<file path="src/rtl/uart_tx_packetizer.sv">
// uart_tx_packetizer
// Purpose: serialise an N_WORDS-word result bus onto a UART TX line, word 0 (LSBs)
// first, with a runtime baud divisor, runtime parity and a fixed PACKET_SIZE frame
// (start, data LSB-first, optional parity, stop/padding ones).
// Ports:
//   clk, rst        system clock, synchronous active-high reset
//   s_valid/s_ready input handshake; s_data, clks_per_pulse, parity_mode latched on transfer
//   s_data          W_BUS-bit bus, word i = s_data[i*BITS_PER_WORD +: BITS_PER_WORD]
//   clks_per_pulse  clocks per UART bit (0 behaves as 1)
//   parity_mode     0 none, 1 even, 2 odd, 3 none
//   tx              registered UART line, idles high
//   busy            transaction in progress
//   done            1-cycle pulse on the first idle cycle after a transaction
module uart_tx_packetizer #(
  parameter int unsigned BITS_PER_WORD = 8,
  parameter int unsigned N_WORDS       = 16,
  parameter int unsigned W_BUS         = N_WORDS * BITS_PER_WORD,
  parameter int unsigned PACKET_SIZE   = 13,
  parameter int unsigned W_DIV         = 16
) (
  input  logic               clk,
  input  logic               rst,
  input  logic               s_valid,
  output logic               s_ready,
  input  logic [W_BUS-1:0]   s_data,
  input  logic [W_DIV-1:0]   clks_per_pulse,
  input  logic [1:0]         parity_mode,
  output logic               tx,
  output logic               busy,
  output logic               done
);

  localparam int unsigned W_BIT  = $clog2(PACKET_SIZE);
  localparam int unsigned W_WORD = (N_WORDS > 1) ? $clog2(N_WORDS) : 1;
  localparam int unsigned PAR_IDX = BITS_PER_WORD + 1;

  localparam logic [W_BIT-1:0]  LAST_BIT  = W_BIT'(PACKET_SIZE - 1);
  localparam logic [W_WORD-1:0] LAST_WORD = W_WORD'(N_WORDS - 1);

  // Elaboration-time parameter sanity
  if (PACKET_SIZE < BITS_PER_WORD + 3) begin : g_chk_packet
    $error("PACKET_SIZE must be at least BITS_PER_WORD+3");
  end
  if ((W_BUS % BITS_PER_WORD) != 0) begin : g_chk_bus
    $error("W_BUS must be a multiple of BITS_PER_WORD");
  end

  typedef enum logic {
    S_IDLE = 1'b0,
    S_SEND = 1'b1
  } state_t;

  state_t             r_state;
  logic [W_BUS-1:0]   r_data;
  logic [W_DIV-1:0]   r_div;
  logic [1:0]         r_parity_mode;
  logic [W_DIV-1:0]   r_pulse;
  logic [W_BIT-1:0]   r_bit;
  logic [W_WORD-1:0]  r_word;
  logic               r_tx;
  logic               r_done;

  logic [BITS_PER_WORD-1:0] w_cur_word;
  logic                     w_parity;
  logic [PACKET_SIZE-1:0]   w_frame;
  logic                     w_pulse_wrap;
  logic                     w_bit_wrap;
  logic                     w_last;
  logic [W_BIT-1:0]         w_next_bit;

  // The word in flight always sits in the low bits; r_data shifts down per word
  assign w_cur_word = r_data[BITS_PER_WORD-1:0];

  // Current word's full line frame, indexed by bit position
  always_comb begin
    w_parity = (r_parity_mode == 2'd2) ? ~^w_cur_word : ^w_cur_word;
    w_frame  = '1;
    w_frame[0] = 1'b0;
    w_frame[BITS_PER_WORD:1] = w_cur_word;
    if ((r_parity_mode == 2'd1) || (r_parity_mode == 2'd2)) begin
      w_frame[PAR_IDX] = w_parity;
    end
  end

  // Counter wrap conditions and the bit position that the next cycle will drive
  always_comb begin
    w_pulse_wrap = (r_pulse == (r_div - W_DIV'(1)));
    w_bit_wrap   = w_pulse_wrap && (r_bit == LAST_BIT);
    w_last       = w_bit_wrap && (r_word == LAST_WORD);
    w_next_bit   = r_bit;
    if (w_pulse_wrap) begin
      w_next_bit = (r_bit == LAST_BIT) ? '0 : (r_bit + W_BIT'(1));
    end
  end

  // FSM, counters and registered line outputs
  always_ff @(posedge clk) begin
    if (rst) begin
      r_state       <= S_IDLE;
      r_data        <= '0;
      r_div         <= '0;
      r_parity_mode <= '0;
      r_pulse       <= '0;
      r_bit         <= '0;
      r_word        <= '0;
      r_tx          <= 1'b1;
      r_done        <= 1'b0;
    end else begin
      r_done <= 1'b0;
      case (r_state)
        S_IDLE: begin
          if (s_valid) begin
            r_state       <= S_SEND;
            r_data        <= s_data;
            r_div         <= (clks_per_pulse == '0) ? W_DIV'(1) : clks_per_pulse;
            r_parity_mode <= parity_mode;
            r_pulse       <= '0;
            r_bit         <= '0;
            r_word        <= '0;
            r_tx          <= 1'b0;
          end
        end
        S_SEND: begin
          if (w_last) begin
            r_state <= S_IDLE;
            r_pulse <= '0;
            r_bit   <= '0;
            r_word  <= '0;
            r_tx    <= 1'b1;
            r_done  <= 1'b1;
          end else begin
            r_pulse <= w_pulse_wrap ? '0 : (r_pulse + W_DIV'(1));
            r_bit   <= w_next_bit;
            if (w_bit_wrap) begin
              r_word <= r_word + W_WORD'(1);
              r_data <= r_data >> BITS_PER_WORD;
            end
            // On a word boundary the next bit is the start bit, so the old word is fine here
            r_tx <= w_frame[w_next_bit];
          end
        end
        default: r_state <= S_IDLE;
      endcase
    end
  end

  assign s_ready = (r_state == S_IDLE);
  assign busy    = (r_state != S_IDLE);
  assign tx      = r_tx;
  assign done    = r_done;

endmodule

</file>
<file path="config.mk">
export PLATFORM = sky130hd
export DESIGN_NAME = uart_tx_packetizer
export DESIGN_NICKNAME = d
export VERILOG_FILES = /design/src/rtl/uart_tx_packetizer.sv
export SDC_FILE = /design/constraint.sdc
export NUM_CORES = 1
export LEC_CHECK = 0
export BUFFER_PORTS_ARGS = -buffer_cell sky130_fd_sc_hd__buf_2
export CAP_MARGIN = 30
export CORE_ASPECT_RATIO = 0.6
export CORE_UTILIZATION = 60
export CTS_CLUSTER_SIZE = 16
export DETAILED_ROUTE_END_ITERATION = 10
export PLACE_DENSITY = 0.83
export SKIP_CTS_REPAIR_TIMING = 1
export SLEW_MARGIN = 20
export SYNTH_ARGS = -nofsm -noshare
export SYNTH_HDL_FRONTEND = slang
export SYNTH_SLANG_ARGS = --single-unit
</file>
<file path="constraint.sdc">
create_clock -name clk -period 8 [get_ports clk]
set_input_delay 0.4 -clock clk [delete_from_list [all_inputs] [get_ports clk]]
set_output_delay 0.4 -clock clk [all_outputs]
set_load 0.005 [all_outputs]
</file>
==> flow_summary.json <==
{
  "fp.dieH_um": 96.2,
  "max_slew_margin_pct": 29.1,
  "drv.max_cap_violation_count": 0,
  "post_synth_and_or_nand_nor_area_fraction_pct": 16.7,
  "worstReg2RegStart": "r_div[0]",
  "grt_remaining_overflow": 0,
  "dp.cells": 1243,
  "rsz0062_at_grt": "no",
  "layout-area-overhead-vs-synth_pct": 14.3,
  "start_util_pct": 61.4,
  "drv_slew": 0,
  "wirelength_mm": 20.2,
  "combPwrFrac_pct": 15.8,
  "final_antenna_net_count": 0,
  "power_frac_seq_pct": 45.8,
  "share_of_synthesized_cell_area_in_full_adder_half_adder_and_majority_cells_pct": 0.846,
  "io_buffer_count": 152,
  "combined_area_of_the_multi_input_logic_cells_um2": 5000,
  "synth-compound-area-share_pct": 21.4,
  "initial_antenna_violation_count": 2,
  "area_of_the_die_um2": 15300,
  "worst_ep_arrival_time_ns": 4.47,
  "ys.warnings.count": 0,
  "ff_latch_area_um2": 3470,
  "synth_enable_flop_cells": 0,
  "finalClockSkew_ns": 0.0147,
  "post-route-util_pct": 70.2,
  "numClockSinks": 173,
  "final_layout_net_count": 1219,
  "tritoncts.num_buffers": 17,
  "regToRegSetupSlack_ns": 3.86,
  "clockBufferDepth": 2,
  "drcViolationCount": 0,
  "crit_fanout": 240,
  "worstMarginPinSlew_ns": 1.06,
  "status": "complete, no violations",
  "synth_largest_area_cell": "dfxtp_1",
  "start_kind": "flop",
  "yosysTopAreaCellShare_pct": 39.0,
  "muxShareOfSynthArea_pct": 14.6,
  "clock_share_of_power_pct": 38.4,
  "critical_path_class": "reg -> reg",
  "vdd_ir_drop_max_v": 0.000124,
  "finalHoldViolations": 0,
  "final-instance-count-excl-fill": 1275,
  "power.leakage_nw": 4.00,
  "synth.net_count": 1116,
  "route.detailed.vias_per_inst": 5.76,
  "power.internal_w": 0.00150,
  "rows": 34,
  "synth_top_family_by_area": "compound AO/OA/AOI/OAI gates",
  "synth_cells": 961,
  "p_sw_share_pct": 29.2,
  "rr_endpoint": "r_data[102]",
  "predominant_post_synthesis_flop_cell": "dfxtp_1",
  "drt_iter0_drc": 510,
  "final.fill_count": 1161,
  "first_global_vias": 6549,
  "num_io_pins": 153,
  "drt-wirelength-per-cell_um": 15.8,
  "htree_num_levels": 4,
  "power_per_cell_area_nw_per_um2": 208,
  "async_reset_ff_share_pct": 0,
  "final_layout_size_suffix_gt1_share_pct": 25.3,
  "endpoint_kind": "flop",
  "maximum_number_of_pins_on_one_net_before_global_route_repair": 241,
  "tritoncts": "yes",
  "timing.hold.worst.class": "in -> reg",
  "fmax_mhz": 242,
  "post_synth_num_cell_types": 63,
  "timing.critical_path.required_ns": 8.33,
  "clockRootBuffer": "clkbuf_16",
  "worst_setup_path_endpoint": "r_data[102]",
  "cp-startpoint": "r_div[0]",
  "timing.final.crit_period_ns": 4.14,
  "synth_xor_xnor_area_share_pct": 2.66,
  "reg2reg_depth": 12,
  "setup_viol": 0,
  "synth_seq_cells": 173,
  "route.vias.total": 7338,
  "timing.setup.tns_ns": 0,
  "gp_congestion": 0.903,
  "net-switching-power_w": 0.000618,
  "synth_area_per_cell_um2": 9.24,
  "clk_slew_on_worst_s_h_paths_ns": 0.08,
  "drt-pass1-iter-count": 5,
  "die-width_um": 159,
  "core_area_um2": 14500,
  "portion_of_the_clock_cycle_consumed_by_the_worst_path_in_the_final_layout_pct": 51.7,
  "dp_hpwl_mm": 13.6,
  "grt_pass1_wl_mm": 32.7,
  "worst_skew_pair.late_latency_ns": 0.43,
  "total_standard_cell_area_after_synthesis_um2": 8880,
  "synth_sequential_area_ratio_pct": 39.0,
  "antennaDiodeCount": 0,
  "netlist_top_cells_area": "dfxtp_1, mux2i_1, a211oi_2, nor2_1, a211oi_1",
  "global_routing_usage_summed_across_all_routing_layers_pct": 26.4
}
-- synth_stat cells, types with 14 or more instances --
master,n
nor2_1,157
a211oi_2,64
dfxtp_1,173
mux2i_1,127
clkbuf_1,43
and3_1,14
nand3_1,18
xnor2_1,17
o21ai_0,31
a21oi_1,34
a211oi_1,59
nand2_1,71
-- cell type report --
type	instances	share of cell area (%)
tap	198	2.44
inverter	8	0.296
clock inverter	14	1.39
timing repair buffer	158	8.13
clock buffer	18	4.33
sequential	173	34.2
multi-input combinational	706	49.2
-- critical path, stage by stage, from the launching register on --
cell	delay, ns
dfxtp_1	0.35
inv_1	0.08
ha_1	0.25
nor4b_4	0.40
and4b_1	0.33
o22ai_1	0.09
a2111oi_0	0.40
and4_2	0.47
nand3_4	0.16
o21ai_4	0.19
buf_12	0.74
nor2_1	0.16
a211oi_2	0.25
-- stage by stage --
stage / power (W) / setup slack, ns / hold WS [ns] / cell area [um2]
floorplan: 0.00123 / 5.12 / 0.432 / 8880
global placement: 0.00131 / 4.21 / 0.440 / 9550
detailed placement: 0.00132 / 4.02 / 0.448 / 9560
CTS: 0.00212 / 3.94 / 0.204 / 10100
global route: 0.00220 / 3.52 / 0.217 / 10100
finish: 0.00211 / 3.86 / 0.217 / 10100
-- power groups by stage --
stage / Sequential [W] / Clock, W / Combinational, W
after floorplan: 0.000965 / 0 / 0.000268
after global placement: 0.000983 / 0 / 0.000322
after detailed placement: 0.000985 / 0 / 0.000330
after CTS: 0.000966 / 0.000822 / 0.000333
after global routing: 0.000974 / 0.000857 / 0.000370
final: 0.000967 / 0.000812 / 0.000334
-- sequential cells by signal (all words and copies together), names as in the netlist --
signal,count
busy,1
tx,1
r_pulse,16
r_bit,4
r_parity_mode,2
r_data,128
done,1
r_div,16
r_word,4
-- cell usage in the layout, fill, tap and decap left out, types with 18 or more instances in the layout --
master | synthesis | routed
a211oi_1 | 59 | 59
dfxtp_1 | 173 | 172
nand2_1 | 71 | 71
mux2i_1 | 127 | 127
a21oi_1 | 34 | 34
o21ai_0 | 31 | 31
nor2_1 | 157 | 157
buf_2 | 12 | 151
a211oi_2 | 64 | 64
nand3_1 | 18 | 18
-- kinds of logic (layout without fill, tap and decap cells) --
kind of cell / after synthesis / in the layout
flip-flops: 173 / 173
AO/OA/AOI/OAI: 226 / 226
AND/OR/NAND/NOR: 318 / 318
buffers and inverters: 82 / 198
XOR/XNOR: 27 / 27
multiplexers: 129 / 129
adder cells (fa/ha/maj): 6 / 6
-- how the worst min path moves through the flow --
stage                           start           to  slack (ns)  cells after the start
floorplan                 r_data[120]  r_data[120]        0.43                      2
global placement          r_data[123]  r_data[123]        0.44                      2
detailed placement        r_data[123]  r_data[123]        0.45                      2
CTS                 clks_per_pulse[6]     r_div[6]        0.20                      3
global route        clks_per_pulse[2]     r_div[2]        0.22                      3
finish              clks_per_pulse[6]     r_div[6]        0.22                      3
-- routing by layer --
metal / global-route usage, % / wire length [um]
met3: 7.93 / 1640
met5: 0 / 13
met4: 5.77 / 125
met1: 38.7 / 10100
met2: 37.6 / 8300
No activity file was read; power rests on OpenSTA's default activity.
